## src/rtl/fifo_uart_tx_pkg.sv

```systemverilog
// Shared definitions for the FIFO-fed UART transmitter: FSM state encoding and parity polarity.
package fifo_uart_tx_pkg;

    typedef enum logic [2:0] {
        ST_IDLE   = 3'd0,
        ST_FETCH  = 3'd1,
        ST_LOAD   = 3'd2,
        ST_START  = 3'd3,
        ST_DATA   = 3'd4,
        ST_PARITY = 3'd5,
        ST_STOP   = 3'd6
    } tx_state_t;

    // 0 selects even parity: the parity bit makes the total count of ones even.
    localparam logic PARITY_ODD = 1'b0;

endpackage

```

## src/rtl/fifo_uart_tx_baud.sv

```systemverilog
// Bit-period timer: reloads CLK_DIV-1 on clear or after reaching zero, ticks while at zero.
module baud_tick_gen #(
    parameter int CLK_DIV = 16
) (
    input  logic clk,
    input  logic rst_n,
    input  logic clear,
    output logic tick,
    output logic pre_tick
);

    localparam int CW = $clog2(CLK_DIV);
    localparam logic [CW-1:0] RELOAD = CW'(CLK_DIV - 1);

    logic [CW-1:0] count;

    always_ff @(posedge clk or negedge rst_n) begin
        if (!rst_n) begin
            count <= '0;
        end else if (clear || count == '0) begin
            count <= RELOAD;
        end else begin
            count <= count - 1'b1;
        end
    end

    // pre_tick flags the cycle before tick so callers can register an end-of-period pulse.
    assign tick     = !clear && (count == '0);
    assign pre_tick = !clear && (count == CW'(1));

endmodule

```

## src/rtl/fifo_uart_tx.sv

```systemverilog
// Pops words from a registered-read sync FIFO and serialises each as a UART frame.
module fifo_uart_tx
    import fifo_uart_tx_pkg::*;
#(
    parameter int DATA_WIDTH = 8,
    parameter int CLK_DIV    = 16,
    parameter int PARITY_EN  = 0,
    parameter int STOP_BITS  = 1
) (
    input  logic                  clk,
    input  logic                  rst_n,
    input  logic                  enable,
    input  logic                  fifo_empty,
    output logic                  fifo_rd_en,
    input  logic [DATA_WIDTH-1:0] fifo_data,
    output logic                  tx,
    output logic                  busy,
    output logic                  frame_done
);

    localparam int BW = $clog2(DATA_WIDTH + 1);
    localparam logic [BW-1:0] LAST_BIT = BW'(DATA_WIDTH - 1);

    tx_state_t             state;
    logic [DATA_WIDTH-1:0] shift;
    logic [DATA_WIDTH-1:0] shift_next;
    logic                  par;
    logic [BW-1:0]         bit_cnt;
    logic                  stop_cnt;
    logic                  tick;
    logic                  pre_tick;
    logic                  fetch_ok;

    assign fetch_ok   = enable && !fifo_empty;
    assign shift_next = shift >> 1;

    // Clearing during LOAD makes the start bit last exactly CLK_DIV cycles.
    baud_tick_gen #(
        .CLK_DIV (CLK_DIV)
    ) u_baud (
        .clk      (clk),
        .rst_n    (rst_n),
        .clear    (state == ST_LOAD),
        .tick     (tick),
        .pre_tick (pre_tick)
    );

    always_ff @(posedge clk or negedge rst_n) begin
        if (!rst_n) begin
            state      <= ST_IDLE;
            tx         <= 1'b1;
            fifo_rd_en <= 1'b0;
            busy       <= 1'b0;
            frame_done <= 1'b0;
            shift      <= '0;
            par        <= 1'b0;
            bit_cnt    <= '0;
            stop_cnt   <= 1'b0;
        end else begin
            fifo_rd_en <= 1'b0;
            frame_done <= 1'b0;
            case (state)
                ST_IDLE: begin
                    if (fetch_ok) begin
                        state      <= ST_FETCH;
                        fifo_rd_en <= 1'b1;
                        busy       <= 1'b1;
                    end
                end
                ST_FETCH: begin
                    state <= ST_LOAD;
                end
                ST_LOAD: begin
                    shift <= fifo_data;
                    par   <= (^fifo_data) ^ PARITY_ODD;
                    tx    <= 1'b0;
                    state <= ST_START;
                end
                ST_START: begin
                    if (tick) begin
                        state   <= ST_DATA;
                        tx      <= shift[0];
                        bit_cnt <= '0;
                    end
                end
                ST_DATA: begin
                    if (tick) begin
                        shift   <= shift_next;
                        bit_cnt <= bit_cnt + 1'b1;
                        if (bit_cnt == LAST_BIT) begin
                            if (PARITY_EN != 0) begin
                                state <= ST_PARITY;
                                tx    <= par;
                            end else begin
                                state    <= ST_STOP;
                                tx       <= 1'b1;
                                stop_cnt <= (STOP_BITS == 2);
                            end
                        end else begin
                            tx <= shift_next[0];
                        end
                    end
                end
                ST_PARITY: begin
                    if (tick) begin
                        state    <= ST_STOP;
                        tx       <= 1'b1;
                        stop_cnt <= (STOP_BITS == 2);
                    end
                end
                ST_STOP: begin
                    // stop_cnt counts extra stop periods still owed after the current one.
                    if (pre_tick && !stop_cnt) begin
                        frame_done <= 1'b1;
                    end
                    if (tick) begin
                        if (stop_cnt) begin
                            stop_cnt <= 1'b0;
                        end else if (fetch_ok) begin
                            state      <= ST_FETCH;
                            fifo_rd_en <= 1'b1;
                        end else begin
                            state <= ST_IDLE;
                            busy  <= 1'b0;
                        end
                    end
                end
                default: begin
                    state <= ST_IDLE;
                    tx    <= 1'b1;
                    busy  <= 1'b0;
                end
            endcase
        end
    end

endmodule

```

## config.mk

```make
export PLATFORM = sky130hd
export DESIGN_NAME = fifo_uart_tx
export DESIGN_NICKNAME = d
export VERILOG_FILES = /design/src/rtl/fifo_uart_tx_pkg.sv /design/src/rtl/fifo_uart_tx_baud.sv /design/src/rtl/fifo_uart_tx.sv
export SDC_FILE = /design/constraint.sdc
export NUM_CORES = 1
export LEC_CHECK = 0
export ABC_AREA = 1
export BUFFER_PORTS_ARGS = -buffer_cell sky130_fd_sc_hd__buf_2
export CAP_MARGIN = 25
export CORE_UTILIZATION = 57
export DETAILED_ROUTE_END_ITERATION = 8
export PLACE_DENSITY = 0.78
export SYNTH_ARGS = -nofsm -noshare
export SYNTH_HDL_FRONTEND = slang
export SYNTH_SLANG_ARGS = --single-unit
export TNS_END_PERCENT = 20
```

## constraint.sdc

```tcl
create_clock -name clk -period 1.8 [get_ports clk]
set_input_delay 0.09 -clock clk [delete_from_list [all_inputs] [get_ports clk]]
set_output_delay 0.09 -clock clk [all_outputs]
set_load 0.01 [all_outputs]
```

==> results of run 1 <==
[placed cells by master, fill, tap and decap left out, types with 2 or more instances in the layout]
master / instances
sky130_fd_sc_hd__ha_1: 4
sky130_fd_sc_hd__xnor2_1: 2
sky130_fd_sc_hd__nand2_1: 45
sky130_fd_sc_hd__inv_1: 15
sky130_fd_sc_hd__o21ai_1: 3
sky130_fd_sc_hd__inv_2: 3
sky130_fd_sc_hd__nand3_1: 16
sky130_fd_sc_hd__nor2_1: 7
sky130_fd_sc_hd__nor2_4: 2
sky130_fd_sc_hd__nand4_1: 3
sky130_fd_sc_hd__clkbuf_4: 3
sky130_fd_sc_hd__nand2_2: 6
sky130_fd_sc_hd__nand2_8: 3
sky130_fd_sc_hd__dfrtp_1: 22
sky130_fd_sc_hd__o21ai_2: 9
sky130_fd_sc_hd__buf_2: 15
sky130_fd_sc_hd__o21ai_0: 11
[final cells by class]
cell class,instances,area [sq um],share of cell area (%)
Multi-Input combinational cell,117,679,45.4
Sequential cell,23,577,38.5
Inverter,20,95.1,6.35
Timing Repair Buffer,16,85.1,5.68
Tap cell,28,35.0,2.34
Clock buffer,4,26.3,1.75
[report_power, final]
part           internal [uW]  switching, uW
sequential               526           3.63
combinational           20.7           28.8
clock                   86.3            156
total                    634            188
[kinds of logic (layout without fill, tap and decap cells)]
kind of cell / Yosys count / after routing / synth area share [%]
compound gates: 25 / 25 / 11.5
flops: 23 / 23 / 41.2
buf+inv: 24 / 40 / 10.4
xor+xnor: 3 / 3 / 1.88
fa+ha+maj: 4 / 4 / 3.57
simple gates: 85 / 85 / 31.5
[flip-flops by register name, summed over array words and instances (netlist names)]
name,count
bit_cnt,4
busy,1
fifo_rd_en,1
frame_done,1
shift,8
state,3
tx,1
u_baud.count,4
[worst max-delay path: stages (launching register included)]
cell and delay, ns:
sky130_fd_sc_hd__dfrtp_1 0.43, sky130_fd_sc_hd__inv_1 0.09, sky130_fd_sc_hd__ha_1 0.21, sky130_fd_sc_hd__nand2_2 0.20, sky130_fd_sc_hd__clkinv_8 0.10, sky130_fd_sc_hd__nand2_8 0.09, sky130_fd_sc_hd__nand2_8 0.10, sky130_fd_sc_hd__nand2_1 0.09
sky130_fd_sc_hd__o21ai_2 0.05
[timing repair]
action,in CTS,in global routing
setup endpoints to repair,0,0
hold buffers,1,0
endpoints found under the hold margin,22,0
[per-layer routing]
| layer | part of all wire (%) | up-vias |
|---|---|---|
| met4 | 0.53 | 0 |
| met2 | 50 | 29 |
| met3 | 3.9 | 2 |
| met1 | 46 | 479 |
| met5 | 0 | - |
| li1 | - | 564 |
[worst paths after layout]
kind                       depth (start not counted)        to  slack, ns
max                                                8  shift[2]       0.34
min                                                3  shift[7]       0.03
max reg2reg                                        8  shift[2]       0.34
min reg2reg                                        2        tx       0.49
max in group asynchronous                          2        tx       1.18
min in group asynchronous                          2  state[0]       0.26
[through the flow]
stage | instance area, sq um | hold WS, ns | cells | setup slack [ns]
2_1_floorplan | 1400 | -0.206 | 164 | 0.425
3_3_place_gp | 1460 | 0.0879 | 203 | 0.389
3_5_place_dp | 1460 | 0.0921 | 203 | 0.374
4_1_cts | 1500 | 0.0204 | 208 | 0.350
5_1_grt | 1500 | 0.0251 | 208 | 0.202
6_report | 1500 | 0.0264 | 208 | 0.344
==> impl_results.html, run 1 <==
<table>
<tr><th>Metric</th><th>Value</th></tr>
<tr><th colspan="2">Critical path</th></tr>
<tr><td>Critical path class</td><td>flop to flop</td></tr>
<tr><td>Arrival time of the worst setup path</td><td>1.66 ns</td></tr>
<tr><td>WP data required</td><td>about 2.0 ns</td></tr>
<tr><td>Worst Setup End Kind</td><td>flop</td></tr>
<tr><td>Critical-path maximum fanout</td><td>14</td></tr>
<tr><td>Startpoint of the most critical setup path</td><td>u_baud.count[0]</td></tr>
<tr><td>Startpoint types</td><td>flop</td></tr>
<tr><td>R2R Path Start</td><td>u_baud.count[0]</td></tr>
<tr><th colspan="2">Synthesis</th></tr>
<tr><td>Average instance area after synthesis</td><td>about 8.5 sq um</td></tr>
<tr><td>Commonest cells in the synthesized netlist</td><td>sky130_fd_sc_hd__nand2_1, sky130_fd_sc_hd__dfrtp_1, sky130_fd_sc_hd__nand3_1, sky130_fd_sc_hd__inv_1, sky130_fd_sc_hd__o21ai_0</td></tr>
<tr><td>FFs w/ async S/R, synth</td><td>100%</td></tr>
<tr><td>Post-synthesis instance area</td><td>1400 sq um</td></tr>
<tr><td>Post-synthesis cell type with the largest combined area</td><td>sky130_fd_sc_hd__dfrtp_1</td></tr>
<tr><td>Number of enable-type register cells in the synthesized netlist</td><td>0</td></tr>
<tr><td>Sequential area share after synthesis</td><td>about 41%</td></tr>
<tr><td>Number of different library cells in the post-synthesis netlist</td><td>27</td></tr>
<tr><td>Syn_nets</td><td>180</td></tr>
<tr><td>YS warnings</td><td>0</td></tr>
<tr><td>Most frequent cell after synthesis</td><td>sky130_fd_sc_hd__nand2_1</td></tr>
<tr><td>Commonest register cell after synthesis</td><td>sky130_fd_sc_hd__dfrtp_1</td></tr>
<tr><td>Register bit count reported by yosys</td><td>23</td></tr>
<tr><td>Synth Instances</td><td>between 150 and 200</td></tr>
<tr><td>Area share of the largest cell type after synthesis</td><td>about two fifths</td></tr>
<tr><td>Largest cells by area after synthesis</td><td>sky130_fd_sc_hd__dfrtp_1, sky130_fd_sc_hd__nand2_1, sky130_fd_sc_hd__nand3_1, sky130_fd_sc_hd__o21ai_2, sky130_fd_sc_hd__nand2_8</td></tr>
<tr><th colspan="2">Power and ir drop</th></tr>
<tr><td>PnR Total Power</td><td>a little over 800 uW</td></tr>
<tr><td>Leakage power of the design</td><td>around 0.00077 uW</td></tr>
<tr><td>Pwr dens</td><td>549 nW/um^2</td></tr>
<tr><td>Worst VDD drop</td><td>between 0.4 and 0.5 mV</td></tr>
<tr><th colspan="2">Run</th></tr>
<tr><td>Max-cap violations</td><td>0</td></tr>
<tr><th colspan="2">GRT</th></tr>
<tr><td>Antenna violations before repair</td><td>0</td></tr>
<tr><td>Total GRT Usage</td><td>between 20% and 30%</td></tr>
<tr><td>Largest net degree at the start of global routing</td><td>24</td></tr>
<tr><td>Global-route wire length before repair</td><td>4730 um</td></tr>
<tr><td>Number of global-route vias before repair</td><td>approximately 1,100</td></tr>
<tr><td>Global-route track usage on met3</td><td>3.80%</td></tr>
<tr><td>Layer with the highest usage after global routing</td><td>met2</td></tr>
<tr><td>Met1 demand-to-capacity share in global routing</td><td>roughly a third</td></tr>
<tr><td>Total gr overflow</td><td>0</td></tr>
<tr><td>Global routing met2 resource utilization</td><td>roughly 40%</td></tr>
<tr><th colspan="2">Clocking</th></tr>
<tr><td>Clock tree root driver cell</td><td>sky130_fd_sc_hd__clkbuf_4</td></tr>
<tr><td>H-tree level count</td><td>1</td></tr>
<tr><td>Setup Fix Bufs, Post-CTS</td><td>0</td></tr>
<tr><td>Maximum root-to-sink buffer count</td><td>2</td></tr>
<tr><td>Clock transition at path regs</td><td>~0.12 ns</td></tr>
<tr><td>Latest clock arrival within the worst-skew pair</td><td>0.31 ns</td></tr>
<tr><td>Clock Sink Count</td><td>23</td></tr>
<tr><td>Clock buffer count from CTS</td><td>3</td></tr>
<tr><td>Post_cts resized</td><td>0</td></tr>
<tr><td>TritonCTS clock tree</td><td>built</td></tr>
<tr><th colspan="2">Die</th></tr>
<tr><td>Placement Rows</td><td>17</td></tr>
<tr><td>Die Width</td><td>between 50 and 60 um</td></tr>
<tr><td>Core Footprint</td><td>2250 sq um</td></tr>
<tr><td>Die Outline Area</td><td>between 2000 and 3000 sq um</td></tr>
<tr><td>Height of the chip</td><td>51.6 um</td></tr>
<tr><td>Initial Utilization</td><td>between 60% and 70%</td></tr>
<tr><td>IO Count</td><td>16</td></tr>
<tr><th colspan="2">Cells and area</th></tr>
<tr><td>Area growth from synthesis to final layout</td><td>6.88%</td></tr>
<tr><td>Antenna cells</td><td>0</td></tr>
<tr><td>Core Util, Final</td><td>~66%</td></tr>
<tr><td>Count of filler cells inserted in the layout</td><td>~210</td></tr>
<tr><td>Fraction of final layout cells sized beyond drive strength 1</td><td>approximately 26%</td></tr>
<tr><td>Final #Nets</td><td>197</td></tr>
<tr><th colspan="2">Timing</th></tr>
<tr><td>Setup repair after global routing missed its margin</td><td>false</td></tr>
<tr><td>Fin crit share</td><td>80.9%</td></tr>
<tr><td>Pins over their slew limit</td><td>0</td></tr>
<tr><td>Measured slew at the worst slew-check pin</td><td>approximately 0.50 ns</td></tr>
<tr><td>Final Setup Violations</td><td>0</td></tr>
<tr><td>Total negative setup slack</td><td>0 ns</td></tr>
<tr><td>Final hold vios</td><td>0</td></tr>
<tr><td>Minimum clock period after layout</td><td>around 1.5 ns</td></tr>
<tr><td>Slew margin rel.</td><td>66.6%</td></tr>
<tr><td>Clock skew</td><td>0.00846 ns</td></tr>
<tr><td>Maximum frequency from static timing analysis</td><td>about 690 MHz</td></tr>
<tr><th colspan="2">Detailed routing</th></tr>
<tr><td>Count of routing violations after the opening detailed-route iteration</td><td>26</td></tr>
<tr><td>Remaining DRCs</td><td>0</td></tr>
<tr><td>Total wire length after detailed routing</td><td>roughly 2500 um</td></tr>
<tr><td>Vias</td><td>between 1,000 and 1,500</td></tr>
<tr><td>Number of optimization iterations in the first detailed-route pass</td><td>4</td></tr>
<tr><td>Antenna Nets Post-Route</td><td>0</td></tr>
<tr><td>Avg Vias per Cell</td><td>5.16</td></tr>
<tr><td>Routed len/inst</td><td>11.8 um</td></tr>
<tr><th colspan="2">Placement</th></tr>
<tr><td>Final estimated routing congestion in global placement</td><td>around 0.96</td></tr>
<tr><td>HPWL after detailed placement</td><td>1880 um</td></tr>
<tr><td>Input/output buffers</td><td>15</td></tr>
<tr><th colspan="2">Outcome</th></tr>
<tr><td>Outcome</td><td>finished, final reports clean</td></tr>
<tr><th colspan="2">Hold path</th></tr>
<tr><td>Hold path start</td><td>fifo_data[7]</td></tr>
<tr><td>Worst hold path type</td><td>input port to flop</td></tr>
</table>
Power figures use the tool's default switching activity.
==> run 2: changes to the inputs <==
- clock period: 1.8 -> 1.4 ns (I/O delays scaled with it)
==> impl_results.html, run 2 (synthesis results as in run 1) <==
<table>
<tr><th>Metric</th><th>Value</th></tr>
<tr><th colspan="2">Power and ir drop</th></tr>
<tr><td>Leakage power of the design</td><td>0.000813 uW (+5.9%)</td></tr>
<tr><td>Pwr dens</td><td>669 nW/um^2 (+22%)</td></tr>
<tr><td>Worst VDD drop</td><td>0.609 mV (+47%)</td></tr>
<tr><th colspan="2">Cells and area</th></tr>
<tr><td>Count of filler cells inserted in the layout</td><td>202 (-5.6%)</td></tr>
<tr><td>Final #Nets</td><td>206 (+4.6%)</td></tr>
<tr><td>Fraction of final layout cells sized beyond drive strength 1</td><td>31.7% (+6.2 points)</td></tr>
<tr><td>Most frequent standard cell in the layout excluding fill and tap cells</td><td>sky130_fd_sc_hd__nand2_1</td></tr>
<tr><td>Antenna cells</td><td>0 (unchanged)</td></tr>
<tr><td>Most used cells in the layout excluding fill and tap cells</td><td>sky130_fd_sc_hd__nand2_1, sky130_fd_sc_hd__dfrtp_1, sky130_fd_sc_hd__nand3_1</td></tr>
<tr><td>Area growth from synthesis to final layout</td><td>13.6%</td></tr>
<tr><td>Largest reg by FF count</td><td>shift</td></tr>
<tr><td>Filler-free cell count of the finished design</td><td>217 (+4.3%)</td></tr>
<tr><td>Largest registers</td><td>shift x8, bit_cnt x4, u_baud.count x4</td></tr>
<tr><td>Flip-flop count of the largest register after layout</td><td>8 (unchanged)</td></tr>
<tr><th colspan="2">GRT</th></tr>
<tr><td>Number of global-route vias before repair</td><td>1,075 (+0.94%)</td></tr>
<tr><td>Total GRT Usage</td><td>23.8% (-0.13 points)</td></tr>
<tr><td>Antenna violations before repair</td><td>0 (unchanged)</td></tr>
<tr><td>Global-route wire length before repair</td><td>4640 um (-1.9%)</td></tr>
<tr><td>Total gr overflow</td><td>0 (unchanged)</td></tr>
<tr><td>Largest net degree at the start of global routing</td><td>24 (unchanged)</td></tr>
<tr><th colspan="2">Clocking</th></tr>
<tr><td>Latest clock arrival within the worst-skew pair</td><td>0.32 ns (about the same)</td></tr>
<tr><td>Maximum root-to-sink buffer count</td><td>2 (unchanged)</td></tr>
<tr><td>Clock Sink Count</td><td>23 (unchanged)</td></tr>
<tr><td>H-tree level count</td><td>1 (unchanged)</td></tr>
<tr><td>Clock transition at path regs</td><td>0.13 ns (about the same)</td></tr>
<tr><td>TritonCTS clock tree</td><td>built</td></tr>
<tr><td>Clock buffer count from CTS</td><td>3 (unchanged)</td></tr>
<tr><td>Clock tree root driver cell</td><td>sky130_fd_sc_hd__clkbuf_4</td></tr>
<tr><th colspan="2">Detailed routing</th></tr>
<tr><td>Number of optimization iterations in the first detailed-route pass</td><td>4 (unchanged)</td></tr>
<tr><td>Vias</td><td>1,139 (+6.1%)</td></tr>
<tr><td>Routed len/inst</td><td>12.3 um (+3.7%)</td></tr>
<tr><td>Remaining DRCs</td><td>0 (unchanged)</td></tr>
<tr><td>Count of routing violations after the opening detailed-route iteration</td><td>16 (-38%)</td></tr>
<tr><td>Total wire length after detailed routing</td><td>2670 um (+8.2%)</td></tr>
<tr><td>Avg Vias per Cell</td><td>5.25 (+1.7%)</td></tr>
<tr><td>Antenna Nets Post-Route</td><td>0 (unchanged)</td></tr>
<tr><th colspan="2">Critical path</th></tr>
<tr><td>Slowest-stage cell, CP</td><td>sky130_fd_sc_hd__dfrtp_1</td></tr>
<tr><td>Library cell appearing most often on the critical path</td><td>sky130_fd_sc_hd__nand2_1</td></tr>
<tr><td>Critical path class</td><td>flop to flop</td></tr>
<tr><td>WP data required</td><td>1.63 ns (-0.38 ns)</td></tr>
<tr><td>Arrival time of the worst setup path</td><td>1.55 ns (-0.11 ns)</td></tr>
<tr><td>Startpoint of the most critical setup path</td><td>u_baud.count[1]</td></tr>
<tr><td>Largest stage delay, worst path</td><td>0.41 ns (-0.02 ns)</td></tr>
<tr><td>Critical-path maximum fanout</td><td>5 (-9)</td></tr>
<tr><td>Startpoint types</td><td>flop</td></tr>
<tr><td>Ordered list of cells on the worst path</td><td>inv_1 -&gt; ha_2 -&gt; nand2_4 -&gt; nand2_2 -&gt; nand2_1 -&gt; inv_2 -&gt; nand3_2 -&gt; nand2_1 -&gt; nand2_1</td></tr>
<tr><td>R2R Path Start</td><td>u_baud.count[1]</td></tr>
<tr><td>Path depth of the worst reg2reg path</td><td>9 (+1)</td></tr>
<tr><td>Worst Setup End Kind</td><td>flop</td></tr>
<tr><th colspan="2">Timing</th></tr>
<tr><td>Final Setup Violations</td><td>0 (unchanged)</td></tr>
<tr><td>Slew margin rel.</td><td>66.3% (-0.29 points)</td></tr>
<tr><td>Pins over their slew limit</td><td>0 (unchanged)</td></tr>
<tr><td>Maximum frequency from static timing analysis</td><td>755 MHz (+9.9%)</td></tr>
<tr><td>Final hold vios</td><td>0 (unchanged)</td></tr>
<tr><td>Worst hold slack</td><td>0.0557 ns (+0.0293 ns)</td></tr>
<tr><td>Total negative setup slack</td><td>0 ns (unchanged)</td></tr>
<tr><td>Measured slew at the worst slew-check pin</td><td>0.506 ns (+0.00430 ns)</td></tr>
<tr><td>Fin crit share</td><td>94.6% (+14 points)</td></tr>
<tr><td>Minimum clock period after layout</td><td>1.32 ns (-0.132 ns)</td></tr>
<tr><td>Clock skew</td><td>0.00485 ns (-0.00361 ns)</td></tr>
<tr><th colspan="2">Die</th></tr>
<tr><td>IO Count</td><td>16 (unchanged)</td></tr>
<tr><td>Placement Rows</td><td>17 (unchanged)</td></tr>
<tr><td>Die Outline Area</td><td>2660 sq um (unchanged)</td></tr>
<tr><td>Core Footprint</td><td>2250 sq um (unchanged)</td></tr>
<tr><td>Height of the chip</td><td>51.6 um (unchanged)</td></tr>
<tr><td>Die Width</td><td>51.6 um (unchanged)</td></tr>
<tr><td>Initial Utilization</td><td>62.2% (unchanged)</td></tr>
<tr><th colspan="2">Placement</th></tr>
<tr><td>Input/output buffers</td><td>15 (unchanged)</td></tr>
<tr><td>HPWL after detailed placement</td><td>1910 um (+1.3%)</td></tr>
<tr><td>Final estimated routing congestion in global placement</td><td>0.918 (-4.4%)</td></tr>
<tr><td>Total placed cells including tap cells</td><td>206 (+1.5%)</td></tr>
<tr><th colspan="2">Hold path</th></tr>
<tr><td>Hold path start</td><td>fifo_data[5]</td></tr>
<tr><td>Worst hold path type</td><td>input port to flop</td></tr>
<tr><td>Min-Delay Path Depth</td><td>5 (+2)</td></tr>
<tr><th colspan="2">Run</th></tr>
<tr><td>Max-cap violations</td><td>0 (unchanged)</td></tr>
<tr><th colspan="2">Outcome</th></tr>
<tr><td>Outcome</td><td>finished, final reports clean</td></tr>
</table>
[run 2: report_power, final]
part	leakage, uW	internal [uW]	switching (uW)	total (uW)
registers	0.000292	677	3.63	680
logic	0.000503	28.5	38.5	67.0
clock network	0.0000177	107	211	318
[run 2: final cells by class]
class	count	area (sq um)	share of cell area, %
clock buffer	3	22.5	1.42
inverter	20	95.1	5.97
timing repair buffer	25	155	9.75
sequential	23	579	36.4
multi-input combinational	117	699	43.9
clock inverter	1	5.00	0.314
tap	28	35.0	2.20
[run 2: worst paths after layout]
path / slack [ns] / endpoint
worst max-delay path: 0.08 / state[1]
worst min-delay path: 0.06 / shift[5]
worst max register to register: 0.08 / state[1]
worst min register to register: 0.48 / tx
max in group asynchronous: 0.79 / state[0]
min in group asynchronous: 0.24 / bit_cnt[2]
[run 2: layer usage]
metal,vias up,track usage [%],wire length (um)
li1,578,-,-
met1,536,31.2,1270
met2,20,38.5,1270
met3,5,3.51,72
met4,0,10.8,47
met5,-,0,0
[run 2: worst max-delay path, delay by kind of cell (launching register included)]
family,cells,cell delay [ns]
adders and majority gates,1,0.20
DFF,1,0.41
buffers and inverters,2,0.18
and+or+nand+nor,6,0.45
[run 2: metrics by stage]
stage | area [sq um] | setup WS, ns | utilization (%) | total power [uW]
after floorplan | 1400 | 0.0253 | - | 723
final | 1590 | 0.0754 | 70.6 | 1070
after global placement | 1480 | 0.0717 | 65.8 | 754
after CTS | 1530 | 0.00575 | 67.9 | 1070
after global routing | 1590 | -0.0138 | 70.6 | 1100
after detailed placement | 1480 | 0.0331 | 65.8 | 757
[run 2: what timing repair did]
| action | CTS | global route |
|---|---|---|
| resized for setup | 0 | 7 |
| hold buffers | 2 | 0 |
| setup endpoints to repair | 0 | 17 |
| hold endpoints to repair | 23 | 0 |
| setup buffers | 0 | 5 |
==> run 3: changes to the inputs <==
- ABC_AREA: 1 -> unset
- CORE_UTILIZATION: 57 -> 56
- HOLD_SLACK_MARGIN: unset -> 0.15
- PLACE_DENSITY: 0.78 -> 0.77
==> impl_results.html, run 3 <==
<table>
<tr><th>Metric</th><th>Value</th></tr>
<tr><th colspan="2">Critical path</th></tr>
<tr><td>Arrival time of the worst setup path</td><td>1.93 ns (+0.38 ns)</td></tr>
<tr><td>Startpoint types</td><td>flop</td></tr>
<tr><td>Critical-path maximum fanout</td><td>3 (-2)</td></tr>
<tr><td>WP data required</td><td>1.61 ns (-0.02 ns)</td></tr>
<tr><td>Critical path class</td><td>flop to flop</td></tr>
<tr><td>Worst Setup End Kind</td><td>flop</td></tr>
<tr><th colspan="2">GRT</th></tr>
<tr><td>Total gr overflow</td><td>0 (unchanged)</td></tr>
<tr><td>Global-route wire length before repair</td><td>6250 um (+35%)</td></tr>
<tr><td>Number of global-route vias before repair</td><td>1,307 (+22%)</td></tr>
<tr><td>Largest net degree at the start of global routing</td><td>24 (unchanged)</td></tr>
<tr><td>Antenna violations before repair</td><td>0 (unchanged)</td></tr>
<tr><td>Total GRT Usage</td><td>34.8% (+11 points)</td></tr>
<tr><th colspan="2">Synthesis</th></tr>
<tr><td>Average instance area after synthesis</td><td>10.2 sq um (+20%)</td></tr>
<tr><td>Number of enable-type register cells in the synthesized netlist</td><td>0 (unchanged)</td></tr>
<tr><td>Largest cells by area after synthesis</td><td>sky130_fd_sc_hd__dfrtp_1, sky130_fd_sc_hd__mux2_1, sky130_fd_sc_hd__mux2_2, sky130_fd_sc_hd__ha_1, sky130_fd_sc_hd__nor2_1</td></tr>
<tr><td>Syn_nets</td><td>140 (-22%)</td></tr>
<tr><td>Area share of the largest cell type after synthesis</td><td>43.5% (+4.2 points)</td></tr>
<tr><td>Commonest register cell after synthesis</td><td>sky130_fd_sc_hd__dfrtp_1</td></tr>
<tr><td>Synth Instances</td><td>124 (-24%)</td></tr>
<tr><td>Commonest cells in the synthesized netlist</td><td>sky130_fd_sc_hd__dfrtp_1, sky130_fd_sc_hd__nor2_1, sky130_fd_sc_hd__nand2_1, sky130_fd_sc_hd__a21oi_1, sky130_fd_sc_hd__mux2_1</td></tr>
<tr><td>Sequential area share after synthesis</td><td>45.6% (+4.4 points)</td></tr>
<tr><td>FFs w/ async S/R, synth</td><td>100% (unchanged)</td></tr>
<tr><td>Post-synthesis instance area</td><td>1270 sq um (-9.6%)</td></tr>
<tr><td>YS warnings</td><td>0 (unchanged)</td></tr>
<tr><td>Register bit count reported by yosys</td><td>23 (unchanged)</td></tr>
<tr><td>Number of different library cells in the post-synthesis netlist</td><td>37 (+37%)</td></tr>
<tr><td>Post-synthesis cell type with the largest combined area</td><td>sky130_fd_sc_hd__dfrtp_1</td></tr>
<tr><td>Most frequent cell after synthesis</td><td>sky130_fd_sc_hd__dfrtp_1</td></tr>
<tr><th colspan="2">Timing</th></tr>
<tr><td>Minimum clock period after layout</td><td>1.73 ns (+0.401 ns)</td></tr>
<tr><td>Min setup slack post-route</td><td>-0.326 ns (-0.401 ns)</td></tr>
<tr><td>Slew margin rel.</td><td>65.1% (-1.2 points)</td></tr>
<tr><td>Setup repair after global routing missed its margin</td><td>true</td></tr>
<tr><td>Total negative setup slack</td><td>-4.44 ns (-4.44 ns)</td></tr>
<tr><td>Pins over their slew limit</td><td>0 (unchanged)</td></tr>
<tr><td>Fin crit share</td><td>123% (+29 points)</td></tr>
<tr><td>Measured slew at the worst slew-check pin</td><td>0.523 ns (+0.0173 ns)</td></tr>
<tr><td>Final hold vios</td><td>0 (unchanged)</td></tr>
<tr><td>Clock skew</td><td>0.0118 ns (+0.00697 ns)</td></tr>
<tr><td>Final Setup Violations</td><td>18 (+18)</td></tr>
<tr><td>Maximum frequency from static timing analysis</td><td>580 MHz (-23%)</td></tr>
<tr><th colspan="2">Detailed routing</th></tr>
<tr><td>Avg Vias per Cell</td><td>5.89 (+12%)</td></tr>
<tr><td>Count of routing violations after the opening detailed-route iteration</td><td>32 (+16)</td></tr>
<tr><td>Number of optimization iterations in the first detailed-route pass</td><td>4 (unchanged)</td></tr>
<tr><td>Vias</td><td>1,213 (+6.5%)</td></tr>
<tr><td>Remaining DRCs</td><td>0 (unchanged)</td></tr>
<tr><td>Routed len/inst</td><td>19.6 um (+60%)</td></tr>
<tr><td>Total wire length after detailed routing</td><td>4040 um (+52%)</td></tr>
<tr><td>Antenna Nets Post-Route</td><td>0 (unchanged)</td></tr>
<tr><th colspan="2">Clocking</th></tr>
<tr><td>Clock transition at path regs</td><td>0.14 ns (about the same)</td></tr>
<tr><td>H-tree level count</td><td>1 (unchanged)</td></tr>
<tr><td>Latest clock arrival within the worst-skew pair</td><td>0.32 ns (about the same)</td></tr>
<tr><td>Maximum root-to-sink buffer count</td><td>2 (unchanged)</td></tr>
<tr><td>Clock tree root driver cell</td><td>sky130_fd_sc_hd__clkbuf_4</td></tr>
<tr><td>Clock Sink Count</td><td>23 (unchanged)</td></tr>
<tr><td>Clock buffer count from CTS</td><td>3 (unchanged)</td></tr>
<tr><td>TritonCTS clock tree</td><td>built</td></tr>
<tr><th colspan="2">Cells and area</th></tr>
<tr><td>Final #Nets</td><td>196 (-4.9%)</td></tr>
<tr><td>Area growth from synthesis to final layout</td><td>47.1%</td></tr>
<tr><td>Most frequent standard cell in the layout excluding fill and tap cells</td><td>sky130_fd_sc_hd__buf_4</td></tr>
<tr><td>Most used cells in the layout excluding fill and tap cells</td><td>sky130_fd_sc_hd__buf_4, sky130_fd_sc_hd__dfrtp_1, sky130_fd_sc_hd__buf_2</td></tr>
<tr><td>Final design area excluding fillers</td><td>1860 sq um (+17%)</td></tr>
<tr><td>Fraction of final layout cells sized beyond drive strength 1</td><td>43.6% (+12 points)</td></tr>
<tr><td>Antenna cells</td><td>0 (unchanged)</td></tr>
<tr><td>Flip-flop count of the largest register after layout</td><td>8 (unchanged)</td></tr>
<tr><td>Largest registers</td><td>shift x8, bit_cnt x4, u_baud.count x4</td></tr>
<tr><td>Largest reg by FF count</td><td>shift</td></tr>
<tr><th colspan="2">Placement</th></tr>
<tr><td>Placed instance area</td><td>1530 sq um (+3.4%)</td></tr>
<tr><td>Input/output buffers</td><td>15 (unchanged)</td></tr>
<tr><td>Final estimated routing congestion in global placement</td><td>0.765 (-17%)</td></tr>
<tr><td>DP Worst Slack</td><td>-0.357 ns (-0.391 ns)</td></tr>
<tr><td>HPWL after detailed placement</td><td>2180 um (+14%)</td></tr>
<tr><th colspan="2">Outcome</th></tr>
<tr><td>Failing checks</td><td>negative setup slack</td></tr>
<tr><td>Outcome</td><td>finished, violations left</td></tr>
<tr><th colspan="2">Die</th></tr>
<tr><td>Core Footprint</td><td>2040 sq um (-9.4%)</td></tr>
<tr><td>Die Width</td><td>49.6 um (-3.9%)</td></tr>
<tr><td>Placement Rows</td><td>16 (-1)</td></tr>
<tr><td>Height of the chip</td><td>49.6 um (-3.9%)</td></tr>
<tr><td>Die Outline Area</td><td>2460 sq um (-7.7%)</td></tr>
<tr><td>Initial Utilization</td><td>62.0% (-0.14 points)</td></tr>
<tr><td>IO Count</td><td>16 (unchanged)</td></tr>
<tr><th colspan="2">Power and ir drop</th></tr>
<tr><td>Leakage power of the design</td><td>0.000881 uW (+8.4%)</td></tr>
<tr><td>Worst VDD drop</td><td>0.683 mV (+12%)</td></tr>
<tr><td>Pwr dens</td><td>584 nW/um^2 (-13%)</td></tr>
<tr><th colspan="2">Hold path</th></tr>
<tr><td>Worst hold path type</td><td>input port to async pin</td></tr>
<tr><th colspan="2">Run</th></tr>
<tr><td>Max-cap violations</td><td>0 (unchanged)</td></tr>
</table>
[run 3: cell types whose count changed after synthesis, sizes merged, moves of 3 or more]
cell,delta
a21oi,+8
nor2,+3
nand4,-3
nand2,-46
o22ai,+4
nand3,-14
nand2b,+4
mux2,+12
nor3,+4
inv,-14
o21ai,-16
[run 3: path summary, 6_finish.rpt]
check	endpoint	depth (start not counted)	slack (ns)	start
max in group asynchronous	tx	2	0.80	rst_n
setup reg to reg	shift[6]	7	-0.33	u_baud.count[1]
setup / recovery	shift[6]	7	-0.33	u_baud.count[1]
min in group clk	shift[2]	1	0.53	shift[2]
hold / removal	u_baud.count[2]	2	0.24	rst_n
hold reg to reg	shift[2]	1	0.53	shift[2]
[run 3: routing by layer]
metal | up-vias | wire length [um] | track usage (%)
li1 | 556 | - | -
met1 | 577 | 1530 | 40.7
met2 | 66 | 2110 | 62.2
met3 | 14 | 272 | 5.56
met4 | 0 | 133 | 14.8
met5 | - | 0 | 0
[run 3: repair_timing]
item / 4_1_cts / 5_1_grt
endpoints found under the hold margin: 31 / 1
endpoints found under the setup margin: 22 / 23
hold buffers: 10 / 1
pin swaps: 6 / 5
gates cloned: 0 / 0
setup buffers: 6 / 3
resized for setup: 26 / 10
[run 3: through the flow]
step	util [%]	std cells	total power (uW)	hold slack (ns)
2_1_floorplan	-	124	713	-0.226
3_3_place_gp	75.1	182	744	0.0642
3_5_place_dp	75.1	182	748	0.0697
4_1_cts	87.4	202	1070	0.165
5_1_grt	91.2	206	1120	0.282
6_report	91.2	206	1090	0.239
[run 3: final cells by class]
| type | instances | area, sq um |
|---|---|---|
| well taps | 27 | 33.8 |
| flip-flops and latches | 23 | 577 |
| multi-input cells | 90 | 758 |
| repair buffers | 57 | 449 |
| fillers | 75 | 179 |
| clock buffers | 4 | 26.3 |
| inverters | 5 | 18.8 |
[run 3: kinds of logic (layout without fill, tap and decap cells)]
logic type / Yosys count / count (layout) / share of synthesized area [%]
simple gates: 41 / 41 / 17.8
compound gates: 29 / 29 / 15.4
flops: 23 / 23 / 45.6
mux: 14 / 14 / 12.3
buf+inv: 11 / 66 / 3.66
fa+ha+maj: 4 / 4 / 3.95
xor+xnor: 2 / 2 / 1.38
[run 3: report_power, final]
| group | internal [uW] | switching (uW) | leakage [uW] |
|---|---|---|---|
| combinational | 48.7 | 36.1 | 0.000574 |
| clock | 111 | 209 | 0.0000150 |
| sequential | 676 | 7.53 | 0.000292 |
| total | 836 | 253 | 0.000881 |
[run 3: critical path, stage by stage, from the launching register on]
cell and delay [ns]:
sky130_fd_sc_hd__dfrtp_1 0.42, sky130_fd_sc_hd__inv_2 0.09, sky130_fd_sc_hd__ha_4 0.13, sky130_fd_sc_hd__nor3b_4 0.21, sky130_fd_sc_hd__nand2_2 0.12, sky130_fd_sc_hd__a21oi_4 0.19
sky130_fd_sc_hd__buf_6 0.14, sky130_fd_sc_hd__mux2_4 0.30
